## config.mk

```make
export PLATFORM = sky130hd
export DESIGN_NAME = fifo_stream_reader
export DESIGN_NICKNAME = d
export VERILOG_FILES = /design/src/rtl/fifo_stream_reader_pkg.sv /design/src/rtl/fifo_stream_reader_buffer.sv /design/src/rtl/fifo_stream_reader.sv
export SDC_FILE = /design/constraint.sdc
export NUM_CORES = 1
export LEC_CHECK = 0
export ABC_AREA = 1
export CAP_MARGIN = 25
export CELL_PAD_IN_SITES_DETAIL_PLACEMENT = 1
export CELL_PAD_IN_SITES_GLOBAL_PLACEMENT = 2
export CORE_UTILIZATION = 37
export CTS_BUF_LIST = sky130_fd_sc_hd__clkbuf_4 sky130_fd_sc_hd__clkbuf_8
export DETAILED_ROUTE_END_ITERATION = 12
export PLACE_DENSITY_LB_ADDON = 0.1
export SLEW_MARGIN = 20
export SYNTH_ARGS = -nofsm -noshare
export SYNTH_HDL_FRONTEND = slang
export SYNTH_SLANG_ARGS = --single-unit
```

## constraint.sdc

```tcl
create_clock -name clock -period 6 [get_ports clock]
set_input_delay 1.5 -clock clock [delete_from_list [all_inputs] [get_ports clock]]
set_output_delay 1.5 -clock clock [all_outputs]
set_load 0.02 [all_outputs]
```

## src/rtl/fifo_stream_reader_pkg.sv

```systemverilog
// Shared types and constants for the FIFO read-side stream adapter.
package fifo_stream_reader_pkg;

    localparam int PACKET_COUNT_WIDTH = 32;

    typedef enum logic {
        PASS    = 1'b0,
        DISCARD = 1'b1
    } state_e;

    // FIFO words carry the last flag directly above the payload bits.
    function automatic int LAST_BIT(input int dataWidth);
        return dataWidth;
    endfunction

endpackage

```

## src/rtl/fifo_stream_reader_buffer.sv

```systemverilog
// Small synchronous show-ahead FIFO that absorbs the read latency of the CDC FIFO.
module fifo_stream_reader_buffer
    import fifo_stream_reader_pkg::*;
#(
    parameter int WIDTH = 17,
    parameter int DEPTH = 4
) (
    input  logic                     clock_i,
    input  logic                     reset_i,
    input  logic                     push_i,
    input  logic [WIDTH-1:0]         pushData_i,
    input  logic                     pop_i,
    output logic [WIDTH-1:0]         headData_o,
    output logic                     full_o,
    output logic                     empty_o,
    output logic [$clog2(DEPTH):0]   occupancy_o
);

    localparam int PTR_W = $clog2(DEPTH);
    localparam logic [PTR_W:0] DEPTH_COUNT = (PTR_W + 1)'(DEPTH);

    logic [WIDTH-1:0] mem_q [DEPTH];
    logic [PTR_W-1:0] wrPtr_q, wrPtr_d;
    logic [PTR_W-1:0] rdPtr_q, rdPtr_d;
    logic [PTR_W:0]   count_q, count_d;
    logic             doPush, doPop;

    // A push while full is still taken when the same cycle pops an entry.
    always_comb begin
        doPop   = pop_i && (count_q != '0);
        doPush  = push_i && ((count_q != DEPTH_COUNT) || doPop);
        wrPtr_d = doPush ? wrPtr_q + PTR_W'(1) : wrPtr_q;
        rdPtr_d = doPop ? rdPtr_q + PTR_W'(1) : rdPtr_q;
        count_d = count_q;
        if (doPush && !doPop) begin
            count_d = count_q + (PTR_W + 1)'(1);
        end else if (doPop && !doPush) begin
            count_d = count_q - (PTR_W + 1)'(1);
        end
    end

    always_ff @(posedge clock_i) begin
        if (reset_i) begin
            wrPtr_q <= '0;
            rdPtr_q <= '0;
            count_q <= '0;
        end else begin
            wrPtr_q <= wrPtr_d;
            rdPtr_q <= rdPtr_d;
            count_q <= count_d;
        end
    end

    always_ff @(posedge clock_i) begin
        if (doPush) begin
            mem_q[wrPtr_q] <= pushData_i;
        end
    end

    assign headData_o  = mem_q[rdPtr_q];
    assign full_o      = (count_q == DEPTH_COUNT);
    assign empty_o     = (count_q == '0);
    assign occupancy_o = count_q;

endmodule

```

## src/rtl/fifo_stream_reader.sv

```systemverilog
// Read-side consumer of the CDC FIFO: credit-controlled reads, buffered
// valid/ready stream with packet length policing and packet counting.
module fifo_stream_reader
    import fifo_stream_reader_pkg::*;
#(
    parameter int DATA_WIDTH        = 16,
    parameter int READ_LATENCY      = 1,
    parameter int BUFFER_DEPTH      = 4,
    parameter int MAX_PACKET_LENGTH = 1522
) (
    input  logic                          clock,
    input  logic                          reset,
    input  logic                          fifo_empty,
    input  logic [DATA_WIDTH:0]           fifo_read_data,
    input  logic                          fifo_read_data_valid,
    output logic                          fifo_read_enable,
    output logic [DATA_WIDTH-1:0]         stream_data,
    output logic                          stream_last,
    output logic                          stream_valid,
    input  logic                          stream_ready,
    output logic [PACKET_COUNT_WIDTH-1:0] packet_count,
    output logic                          oversize_error
);

    localparam int CNT_W    = $clog2(BUFFER_DEPTH) + 1;
    localparam int LAST_IDX = LAST_BIT(DATA_WIDTH);
    localparam logic [CNT_W:0] CREDIT_LIMIT = (CNT_W + 1)'(BUFFER_DEPTH);
    localparam logic [15:0]    FINAL_INDEX  = 16'(MAX_PACKET_LENGTH - 1);
    localparam logic [1:0]     DRAIN_CYCLES = 2'(READ_LATENCY);

    state_e                        state_q, state_d;
    logic [CNT_W-1:0]              inFlight_q, inFlight_d;
    logic [1:0]                    drain_q, drain_d;
    logic [15:0]                   length_q, length_d;
    logic [PACKET_COUNT_WIDTH-1:0] packetCount_q, packetCount_d;
    logic                          oversize_q, oversize_d;

    logic                          bufPush, bufPop, bufFull, bufEmpty;
    logic [CNT_W-1:0]              bufOccupancy;
    logic [DATA_WIDTH:0]           bufHead;
    logic                          headLast, forceLast, beatTaken, returnCounted;

    fifo_stream_reader_buffer #(
        .WIDTH (DATA_WIDTH + 1),
        .DEPTH (BUFFER_DEPTH)
    ) bufferInst (
        .clock_i     (clock),
        .reset_i     (reset),
        .push_i      (bufPush),
        .pushData_i  (fifo_read_data),
        .pop_i       (bufPop),
        .headData_o  (bufHead),
        .full_o      (bufFull),
        .empty_o     (bufEmpty),
        .occupancy_o (bufOccupancy)
    );

    // Returns of reads issued before a reset are ignored while the drain counter runs.
    assign bufPush       = fifo_read_data_valid && (drain_q == 2'd0);
    assign returnCounted = bufPush && (inFlight_q != '0);

    assign fifo_read_enable = !fifo_empty && !bufFull && !reset &&
        (({1'b0, bufOccupancy} + {1'b0, inFlight_q}) < CREDIT_LIMIT);

    always_comb begin
        inFlight_d = inFlight_q;
        if (fifo_read_enable && !returnCounted) begin
            inFlight_d = inFlight_q + CNT_W'(1);
        end else if (!fifo_read_enable && returnCounted) begin
            inFlight_d = inFlight_q - CNT_W'(1);
        end
        drain_d = (drain_q != 2'd0) ? drain_q - 2'd1 : 2'd0;
    end

    // The beat at index MAX_PACKET_LENGTH-1 without a natural last closes the
    // packet early; the rest of the frame is then dropped in DISCARD.
    always_comb begin
        state_d       = state_q;
        length_d      = length_q;
        packetCount_d = packetCount_q;
        oversize_d    = 1'b0;
        bufPop        = 1'b0;
        stream_valid  = 1'b0;
        stream_last   = 1'b0;
        stream_data   = '0;
        headLast      = bufHead[LAST_IDX];
        forceLast     = (length_q == FINAL_INDEX) && !headLast;
        beatTaken     = 1'b0;

        unique case (state_q)
            PASS: begin
                if (!bufEmpty) begin
                    stream_valid = 1'b1;
                    stream_data  = bufHead[DATA_WIDTH-1:0];
                    stream_last  = headLast || forceLast;
                end
                beatTaken = stream_valid && stream_ready;
                if (beatTaken) begin
                    bufPop = 1'b1;
                    if (stream_last) begin
                        packetCount_d = packetCount_q + PACKET_COUNT_WIDTH'(1);
                        length_d      = '0;
                        if (forceLast) begin
                            oversize_d = 1'b1;
                            state_d    = DISCARD;
                        end
                    end else begin
                        length_d = length_q + 16'd1;
                    end
                end
            end
            DISCARD: begin
                if (!bufEmpty) begin
                    bufPop = 1'b1;
                    if (headLast) begin
                        state_d = PASS;
                    end
                end
            end
            default: begin
                state_d = PASS;
            end
        endcase
    end

    always_ff @(posedge clock) begin
        if (reset) begin
            state_q       <= PASS;
            inFlight_q    <= '0;
            drain_q       <= DRAIN_CYCLES;
            length_q      <= '0;
            packetCount_q <= '0;
            oversize_q    <= 1'b0;
        end else begin
            state_q       <= state_d;
            inFlight_q    <= inFlight_d;
            drain_q       <= drain_d;
            length_q      <= length_d;
            packetCount_q <= packetCount_d;
            oversize_q    <= oversize_d;
        end
    end

    assign packet_count   = packetCount_q;
    assign oversize_error = oversize_q;

endmodule

```

Yosys cells after proc, flatten, opt, wreduce, memory -nomap -nowiden
Memory sizes are Yosys's and may differ from the RTL's. A register that Yosys moved wholly into a read port is not among the register bits.
Index checks and enable logic that the tools add are counted.
Widths: inputs -> output; s select.
{"block": "totals", "ff_bits": 62, "inputBits": 22, "ram_bits": 68, "memories": 1, "wordCells": 87}
{"block": "classes", "n_reduce_logical": 34, "bitwise": 2, "add_sub_neg": 10, "eq_ne": 3, "muxes": 26, "magnitude_cmp": 1}
{"memory": "bufferInst.mem_q", "words": 4, "width": 17, "read_ports": 1, "rd_clocked_by_memory_dff": 1, "write_ports": 1, "line_no": "fifo_stream_reader_buffer.sv:22", "rtl": "logic [WIDTH-1:0] mem_q [DEPTH];"}
{"operator": "$mux 16", "count": 3}
{"operator": "$add 32x1->32 const B", "count": 1}
{"operator": "$add 16x1->16 const B", "count": 1}
{"operator": "$eq 16x11->1 const B", "count": 1}
{"operator": "$mux 1", "count": 15}
{"operator": "$logic_and 1x1->1", "count": 13}
{"operator": "$mux 3", "count": 4}
{"operator": "$logic_not 1->1", "count": 8}
{"operator": "$add 3x1->3 const B", "count": 2}
{"operator": "$reduce_bool 2->1", "count": 3}
{"operator": "$reduce_bool 3->1", "count": 2}
{"operator": "$sub 3x1->3 const B", "count": 2}
{"operator": "$add 2x1->2 const B", "count": 2}
{"operator": "$add 3x3->4", "count": 1}
{"operator": "$lt 4x3->1 const B", "count": 1}
{"operator": "$mux 2", "count": 2}
{"operator": "$pmux 1 s2", "count": 2}
{"operator": "$reduce_or 2->1", "count": 2}
{"operator": "$eq 3x3->1 const B", "count": 1}
{"operator": "$logic_not 3->1", "count": 1}
{"operator": "$ne 3x3->1 const B", "count": 1}
{"operator": "$reduce_and 3->1", "count": 1}
{"operator": "$logic_not 2->1", "count": 1}
{"operator": "$logic_or 1x1->1", "count": 2}
{"operator": "3 further kinds", "count": 4}

Logic depth before layout (Yosys ltp)
Gate-level depths: netlist of the first run.
{"block": "logic_depth", "depth_word": 13, "ltp_mapped": 13, "depth_no_buf": 13}

Modules after synthesis
From an unflattened synthesis of the first run, not the netlist that was laid out.
{"block": "unflattened", "cells_unflattened": 800, "hier_area_um2": 6576.3}
{"module": "fifo_stream_reader", "area_each_um2": 3489.6, "n_inst": 1, "cells_each": 564, "seq_area_each_um2": 1101.1}
{"module": "fifo_stream_reader_buffer", "area_each_um2": 3086.7, "n_inst": 1, "cells_each": 236, "seq_area_each_um2": 2222.1}

Worst setup path after synthesis of the first run
No wires, ideal clock.
{"block": "synth_timing", "path_type": "input-to-output", "start": "input reset", "end": "output fifo_read_enable", "n_path_buf": 1, "stages": 4, "required_ns": 4.500, "setup_slack_ns": 1.996, "t_arrival_ns": 2.504, "path_cell_list": "clkbuf_1 -> nor3_1 -> nand2_1 -> a311oi_1"}
{"block": "synth_between", "elab_chain_len": 3}
{"element": "from (decl)", "line_no": "fifo_stream_reader.sv:12", "rtl": "input logic reset,"}
{"element": "$logic_not 1->1", "line_no": "fifo_stream_reader.sv:62", "rtl": "assign fifo_read_enable = !fifo_empty && !bufFull && !reset &&"}
{"element": "$logic_and 1x1->1 (2 in a row)", "line_no": "fifo_stream_reader.sv:62"}
{"element": "to (decl)", "line_no": "fifo_stream_reader.sv:16", "rtl": "output logic fifo_read_enable,"}
No other way between the ends.

Final worst setup path of the first run
Same ends and word-level chain as after synthesis.

==> run metrics, run 1 <==
outcome finished, final reports clean; Netlist Area Pre-Place 6520 um^2; WL final 17.97 mm; Clock Tree Buf Depth 2; area of the die 18,160 um^2; wire per inst 15.99 um; WP data arrival 3.42 ns; Cell variety after synth 37; peak-usage layer in the global routing report met2; Routability Congestion 0.8068; leading post-synthesis cells by instance count nand2_1 (198), nor2_1 (157), edfxtp_1 (68), inv_1 (68), dfxtp_1 (64); hold violation count in the final report 0; maximum net fanout on the critical path 2; area grow syn2layout 20.63%; clock sinks 132; unrepaired setup endpoints after global routing no; number of buffers inserted to repair setup after CTS 0; clock tree from TritonCTS yes; type of the worst setup path input pin to primary output; Die Ht 134.7 um; Fin Clk Skew 0.009203 ns; Global Route met1 Usage 0.2671; async set-or-reset flop fraction in the synthesized netlist 0; die width 134.7 um; CTS Root Buffer Type clkbuf_8; number of port buffers 73; number of enable flip-flop cells after synthesis 68; total number of vias 5,601; standard cell core area 17,240 um^2; clock buffer count from CTS 17; wire length of the first global-routing pass 28.96 mm; global routing met3 resource utilization 0.04317; post-layout min period 4.917 ns; most area-consuming cells after synthesis edfxtp_1 (31%), dfxtp_1 (20%), nand2_1 (11%); via count of the first global-routing pass 5,699; switching share of power 0.3717; Final Max Tran Viols 0; Overflow after GRT 0; reg-to-reg critical path endpoint length_q[6]; initial core utilization 0.3783; met2 track utilization from global routing 0.3614; largest area contributor in the netlist edfxtp_1; final core utilization 0.4563; setup slack of the worst register-to-register path 2.81 ns; DR DRC count 0; part of the total power dissipated in the clock network 0.289; clock slew at reported path FFs 0.08 ns; post-CTS resize count 0; fin nets 923; switching power 1.030 mW; prevailing post-synth register cell edfxtp_1; total of warnings raised by yosys 0; Post-Syn Instances 812; area share of the leading cell type in the synthesized netlist 0.3132; register area share after synthesis 0.5097; number of antenna violations at the first check in global routing 0; endpoint type of the worst setup path primary output; worst rel slew slack 0.4395; initial drt markers 183; MaxCap Viol Count 0; sort of element at the start of the critical path input pin; dominant cell by count in the synthesized netlist nand2_1; hpwl dp 12.46 mm; worst voltage drop across the vdd grid 0.1669 mV; Pwr per Cell Area 352.4 nW/um^2; largest net degree at the start of global routing 35; Worst Reg2Reg Path Length in Cells 9; share of total power in combinational logic 0.323; final-report setup violation count 0; start point of the worst hold path bufferInst.rdPtr_q[1]; IO Pins 74; Final ANT Viol Nets 0; total negative slack 0 ns; proportion of layout cells with a drive suffix above 1 0.08454; # rows 48; drt via density 4.983; achievable clock frequency 203.4 MHz; share of the clock period used by the worst path 0.8195; Internal 1.741 mW; average cell area after synthesis 8.030 um^2; clock latency on the worst-skew pair 0.45 ns; Inserted Diodes 0; detailed-routing iteration count for the pre-antenna-repair pass 5; required time at the worst-slack endpoint 4.50 ns; worst hold path stage count 2; total leakage power 2.781 nW; All-Layer GR Usage 0.2086; Synth Net Count 849; hold-fix buffers at CTS 0; Least-Margin Pin Slew 0.8396 ns; Seq pwr share 0.388; number of register bits inferred by synthesis 132; HP Class flip-flop to flip-flop; deepest level of the CTS H-tree 4
state kept, by name (all words and copies together) (netlist names), 2 cells and up, named ones only:
name and cells:
inFlight_q 3, length_q 16, bufferInst.occupancy_o 3, bufferInst.rdPtr_q 2
packet_count 32, bufferInst.mem_q 68, bufferInst.wrPtr_q 2, drain_q 2
logic make-up (layout without fill, tap and decap cells):
logic type               Yosys count  in the layout  synth area share
adder cells (fa/ha/maj)           15             15           0.03109
XOR/XNOR                          11             11           0.01478
AO/OA/AOI/OAI                    117            117           0.09749
flip-flops                       132            132            0.5097
AND/OR/NAND/NOR                  440            440            0.2848
buffers and inverters             97            184           0.06217
worst max-delay path: stages:
cell             delay, ns
clkdlybuf4s50_1       0.56
nor3_1                0.24
nand2_1               0.07
a311oi_1              0.36
clkdlybuf4s50_1       0.69
routing by layer:
| metal | up-vias | wire [um] |
|---|---|---|
| li1 | 2783 | - |
| met1 | 2728 | 8304 |
| met2 | 79 | 9008 |
| met3 | 11 | 547 |
| met4 | 0 | 113 |
| met5 | - | 0 |
power by group through the flow:
stage	registers (mW)	logic (mW)	clock network (mW)
3_5_place_dp	1.10	0.903	0
3_3_place_gp	1.09	0.871	0
6_report	1.08	0.896	0.801
4_1_cts	1.08	0.913	0.824
5_1_grt	1.09	0.986	0.859
2_1_floorplan	1.07	0.576	0
area by class of cell:
type	count	area [um^2]
clock buffers	18	241.5
repair buffers	79	775.7
clock inverters	14	175.2
inverters	73	276.5
flip-flops and latches	132	3323
fillers	2064	9371
multi-input cells	583	2791
well taps	225	281.5
metrics by stage:
stage / worst slack [ns] / std cells / power (mW) / area (um^2) / hold slack [ns]
6_report: 1.083 / 1124 / 2.771 / 7865 / 0.4907
2_1_floorplan: 1.996 / 812 / 1.642 / 6520 / 0.4364
5_1_grt: 0.9761 / 1124 / 2.931 / 7865 / 0.5219
4_1_cts: 1.074 / 1124 / 2.814 / 7865 / 0.4923
3_3_place_gp: 1.152 / 1092 / 1.963 / 7448 / 0.4518
3_5_place_dp: 1.094 / 1092 / 2.001 / 7448 / 0.4796
how the worst max path moves through the flow:
stage | from | end | slack, ns
global placement | reset | fifo_read_enable | 1.15
finish | reset | fifo_read_enable | 1.08
global route | reset | fifo_read_enable | 0.98
CTS | reset | fifo_read_enable | 1.07
detailed placement | reset | fifo_read_enable | 1.09
floorplan | reset | fifo_read_enable | 2.00
cell usage in the layout, fill, tap and decap left out, types with 11 or more instances in the layout:
| cell | Yosys | final |
|---|---|---|
| a21oi_1 | 50 | 50 |
| clkbuf_8 | 0 | 17 |
| clkdlybuf4s50_1 | 0 | 73 |
| dfxtp_1 | 64 | 64 |
| edfxtp_1 | 68 | 68 |
| ha_1 | 13 | 13 |
| inv_1 | 68 | 68 |
| nand2_1 | 198 | 198 |
| nand2_2 | 11 | 11 |
| nand3_1 | 45 | 45 |
| nor2_1 | 157 | 157 |
| o21ai_0 | 54 | 54 |
No activity file was read; power rests on OpenSTA's default activity.
==> inputs of run 2 (changes only) <==
--- a/config.mk
+++ b/config.mk
@@ -9,7 +9,7 @@
 export CAP_MARGIN = 25
 export CELL_PAD_IN_SITES_DETAIL_PLACEMENT = 1
 export CELL_PAD_IN_SITES_GLOBAL_PLACEMENT = 2
-export CORE_UTILIZATION = 37
+export CORE_UTILIZATION = 35
 export CTS_BUF_LIST = sky130_fd_sc_hd__clkbuf_4 sky130_fd_sc_hd__clkbuf_8
 export DETAILED_ROUTE_END_ITERATION = 12
 export PLACE_DENSITY_LB_ADDON = 0.1
==> constraint.sdc (replaced) <==
create_clock -name clock -period 5.12 [get_ports clock]
set_input_delay 1.28 -clock clock [delete_from_list [all_inputs] [get_ports clock]]
set_output_delay 1.28 -clock clock [all_outputs]
set_load 0.02 [all_outputs]
==> run 2 against run 1 <==
  * The flow now finishes with violations (DRC)
  * Critical path type unchanged
  * Total power increased by 17%
  * Wire length up 0.32%
  * Flip-flop and latch count stayed put
  * Critical path depth is the same
  * Global-route usage down 1.0 points
  * Design area is 0.13% higher
  * Register-to-register slack lost 0.85 ns
  * Clock skew about the same
  * Final cell count increased by 0.44%
  * Setup slack worse by 0.21 ns
==> run metrics, run 2 (synthesis gave the netlist of run 1 again) <==
outcome complete, but fails checks; failing checks DRC; All-Layer GR Usage 0.1983; Global Route met1 Usage 0.2558; Internal 2.048 mW; detailed-routing iteration count for the pre-antenna-repair pass 8; Pwr per Cell Area 412.0 nW/um^2; clock tree from TritonCTS yes; Final ANT Viol Nets 0; drt via density 4.952; area of the die 19,180 um^2; worst rel slew slack 0.3583; deepest level of the CTS H-tree 4; hold-fix buffers at CTS 0; Inserted Diodes 0; wire per inst 15.97 um; WP data arrival 2.97 ns; register with the most flip-flops bufferInst.mem_q; standard cell core area 18,090 um^2; leading cell type in the layout, fill and taps excluded nand2_1; clock sinks 132; DR DRC count 6; IO Pins 74; Seq pwr share 0.387; Least-Margin Pin Slew 0.9612 ns; Fin Clk Skew 0.009516 ns; total number of vias 5,591; initial core utilization 0.3605; peak-usage layer in the global routing report met2; worst hold margin 0.4740 ns; unrepaired setup endpoints after global routing no; part of the total power dissipated in the clock network 0.288; CTS Root Buffer Type clkbuf_8; via count of the first global-routing pass 5,887; Overflow after GRT 0; start point of the worst hold path bufferInst.rdPtr_q[1]; delay of the slowest cell on the worst path 0.68 ns; number of port buffers 73; MaxCap Viol Count 0; most repeated library cell on the critical path clkdlybuf4s50_1; proportion of layout cells with a drive suffix above 1 0.08556; share of the clock period used by the worst path 0.8295; fin nets 924; post-CTS resize count 0; Routability Congestion 0.7727; HP Class flip-flop to flip-flop; maximum net fanout on the critical path 2; final core utilization 0.4354; Clock Tree Buf Depth 2; largest net degree at the start of global routing 35; Die Ht 138.5 um; clock latency on the worst-skew pair 0.44 ns; Final Power 3.245 mW; top library cells by usage in the layout, fill and taps aside nand2_1 (198), nor2_1 (157), clkdlybuf4s50_1 (73), inv_1 (68), edfxtp_1 (68); clock buffer count from CTS 17; switching power 1.197 mW; number of fillers in the final layout 2,168; final-report setup violation count 0; total leakage power 2.780 nW; slowest cell on the critical path clkdlybuf4s50_1; Top Family by Delay on Critical Path buffers and inverters; # rows 49; wire length of the first global-routing pass 29.93 mm; setup slack of the worst register-to-register path 1.96 ns; hold violation count in the final report 0; Final Instance Count excl. Fillers 1,129; Crit. Startpoint reset; Final Max Tran Viols 0; clock slew at reported path FFs 0.07 ns; multi-input logic area 2791 um^2; number of antenna violations at the first check in global routing 0; required time at the worst-slack endpoint 3.84 ns; critical path buffer and inverter count 2; endpoint type of the worst setup path primary output; share of total power in combinational logic 0.325; initial drt markers 139; worst voltage drop across the vdd grid 0.1764 mV; global routing met3 resource utilization 0.04053; total negative slack 0 ns; hpwl dp 12.50 mm; post-layout min period 4.247 ns; met2 track utilization from global routing 0.3350; number of instances in the placed design 1,097; die width 138.5 um; Largest register FFs 68; WL final 18.03 mm; area grow syn2layout 20.78%; type of the worst setup path input pin to primary output; Storage cell area 3323 um^2; number of buffers inserted to repair setup after CTS 0; achievable clock frequency 235.4 MHz; critical-path cell list clkdlybuf4s50_1, nor3_1, nand2_1, a311oi_1, clkdlybuf4s50_1; sort of element at the start of the critical path input pin; switching share of power 0.3687
run 2: area by class of cell:
| type | instances | area share |
|---|---|---|
| Multi-Input combinational cell | 583 | 0.3545 |
| Sequential cell | 132 | 0.4220 |
| Inverter | 73 | 0.03511 |
| Clock inverter | 12 | 0.02002 |
| Timing Repair Buffer | 80 | 0.09946 |
| Clock buffer | 20 | 0.03257 |
| Tap cell | 229 | 0.03638 |
run 2: routing by layer:
layer  vias up  routed length [um]
met5         -                   0
met4         0                 256
met1      2719                8613
li1       2790                   -
met2        64                8672
met3        18                 488
run 2: worst reg2reg max path, cell delays in order, from the launching register on:
cell     delay [ns]
dfxtp_1        0.95
inv_4          0.32
nand2_1        0.16
nand3_2        0.09
nand3_2        0.18
nand2_4        0.18
nand2_2        0.58
nand2_2        0.37
a21oi_1        0.25
run 2: power groups by stage:
stage / registers (mW) / logic (mW) / clock network, mW
2_1_floorplan: 1.25 / 0.675 / 0
5_1_grt: 1.27 / 1.16 / 1.00
3_3_place_gp: 1.28 / 1.03 / 0
6_report: 1.26 / 1.05 / 0.936
4_1_cts: 1.26 / 1.07 / 0.961
3_5_place_dp: 1.28 / 1.07 / 0
run 2: path summary, 6_finish.rpt:
| check | endpoint | cells after the start |
|---|---|---|
| worst min-delay path | flip-flop | 2 |
| worst max-delay path | fifo_read_enable | 5 |
| worst max register to register | length_q[0] | 8 |
| worst min register to register | flip-flop | 2 |
run 2: through the flow:
stage / setup WS, ns / cell area (um^2)
6_report: 0.8728 / 7875
3_5_place_dp: 0.8692 / 7461
2_1_floorplan: 1.556 / 6520
3_3_place_gp: 0.9128 / 7461
5_1_grt: 0.7454 / 7875
4_1_cts: 0.8413 / 7875
==> inputs of run 3 (changes only) <==
==> constraint.sdc (replaced) <==
create_clock -name clock -period 4.01 [get_ports clock]
set_input_delay 1.0025 -clock clock [delete_from_list [all_inputs] [get_ports clock]]
set_output_delay 1.0025 -clock clock [all_outputs]
set_load 0.02 [all_outputs]
==> run 3 against run 2 <==
  * Critical endpoint is now stream_data[15]
  * Design area grew 0.27%
  * The run still ends with DRC left
  * Total power grew 28%
  * Final cell count grew 0.18%
  * Die area is the same
  * Largest power group unchanged
==> run metrics, run 3 (synthesis gave the netlist of run 1 again) <==
area of the die 19,180 um^2; largest net degree at the start of global routing 35; Fin Clk Skew 0.01502 ns; area grow syn2layout 21.11%; # rows 49; post-route setup slack 0.2778 ns; number of port buffers 73; setup slack of the worst register-to-register path 1.34 ns; initial core utilization 0.3605; maximum net fanout on the critical path 20; type of the worst setup path flip-flop to primary output; WL final 18.22 mm; post-layout min period 3.732 ns; DR DRC count 6; failing checks DRC; worst rel slew slack 0.4664; drt via density 4.973; hold violation count in the final report 0; HP Class flip-flop to flip-flop; hpwl dp 12.54 mm; CTS Root Buffer Type clkbuf_8; WP data arrival 2.73 ns; hold-fix buffers at CTS 0; IO Pins 74; All-Layer GR Usage 0.1984; clock buffer count from CTS 17; number of instances in the placed design 1,099; worst hold path stage count 1; outcome complete, but fails checks; Worst Reg2Reg Path Length in Cells 13; clock slew at reported path FFs 0.07 ns; deepest level of the CTS H-tree 4; Clock Tree Buf Depth 2; achievable clock frequency 267.9 MHz; Final Instance Count excl. Fillers 1,131; leading cell type in the layout, fill and taps excluded nand2_1; number of buffers inserted to repair setup after CTS 0; pre-CTS WS 0.3630 ns; wire length of the first global-routing pass 29.90 mm; wire per inst 16.11 um; endpoint type of the worst setup path primary output; clock tree from TritonCTS yes; standard cell core area 18,090 um^2; die width 138.5 um; required time at the worst-slack endpoint 3.01 ns; Overflow after GRT 0; Routability Congestion 0.7869; post-CTS resize count 0; start point of the worst hold path bufferInst.rdPtr_q[0]; clock sinks 132; Least-Margin Pin Slew 0.7993 ns; Largest register FFs 68; reg-to-reg critical path endpoint bufferInst.occupancy_o[2]; total leakage power 2.795 nW; proportion of layout cells with a drive suffix above 1 0.08758; startpoint of the worst-slack reg-to-reg timing path bufferInst.occupancy_o[0]; detailed-routing iteration count for the pre-antenna-repair pass 8; via count of the first global-routing pass 5,878; Final Max Tran Viols 0; total number of vias 5,624; total negative slack 0 ns; worst voltage drop across the vdd grid 0.2309 mV; sort of element at the start of the critical path flip-flop; final-report setup violation count 0; MaxCap Viol Count 0; Die Ht 138.5 um; number of antenna violations at the first check in global routing 0; top library cells by usage in the layout, fill and taps aside nand2_1 (198), nor2_1 (157), clkdlybuf4s50_1 (73), inv_1 (68), edfxtp_1 (68); register with the most flip-flops bufferInst.mem_q; unrepaired setup endpoints after global routing no; initial drt markers 167; Final ANT Viol Nets 0; Inserted Diodes 0; fin nets 926; Pwr per Cell Area 525.8 nW/um^2; share of the clock period used by the worst path 0.9307; clock latency on the worst-skew pair 0.45 ns
run 3: changes by cell type in the layout (fill, tap and decap cells not counted), sizes merged:
cell and delta:
buf +2, clkbuf -2, clkinvlp -1, clkinv +2, inv +1
run 3: critical path, stage by stage (launching register included):
cell and delay [ns]:
dfxtp_1 0.84, buf_4 0.35, nor2_1 0.07, nor2_1 0.08, o21ai_0 0.09, a21oi_1 0.20
clkdlybuf4s50_1 0.66
run 3: final cells by class:
class	instances	area [um^2]
fill	2181	10190
clock inverter	14	178.9
sequential	132	3323
tap	229	286.5
inverter	73	276.5
timing repair buffer	82	798.3
clock buffer	18	241.5
multi-input combinational	583	2791
run 3: report_power, final:
group / switching [mW] / internal, mW / total, mW
clock: 0.570 / 0.629 / 1.20
sequential: 0.0916 / 1.51 / 1.60
combinational: 0.874 / 0.480 / 1.35
run 3: metal layers:
layer,global-route usage,vias up,share of wire
met5,0,-,0
met2,0.3460,73,0.49
met4,0.04672,0,0.0081
li1,-,2799,-
met1,0.2525,2741,0.47
met3,0.03845,11,0.032
run 3: worst max-delay path by stage:
stage	endpoint	slack, ns	cells after the start
floorplan	inFlight_q[2]	0.78	11
global placement	fifo_read_enable	0.35	5
detailed placement	fifo_read_enable	0.36	5
CTS	stream_data[15]	0.20	6
global route	stream_data[12]	0.06	6
finish	stream_data[15]	0.28	6
run 3: stage by stage:
step | utilization | power, mW | hold WS [ns] | instance area [um^2]
after CTS | 0.4366 | 4.212 | 0.4901 | 7896
after detailed placement | 0.4134 | 3.002 | 0.4719 | 7476
final | 0.4366 | 4.152 | 0.4871 | 7896
after floorplan | - | 2.457 | 0.4364 | 6520
after global routing | 0.4366 | 4.389 | 0.5309 | 7896
after global placement | 0.4134 | 2.953 | 0.4503 | 7476
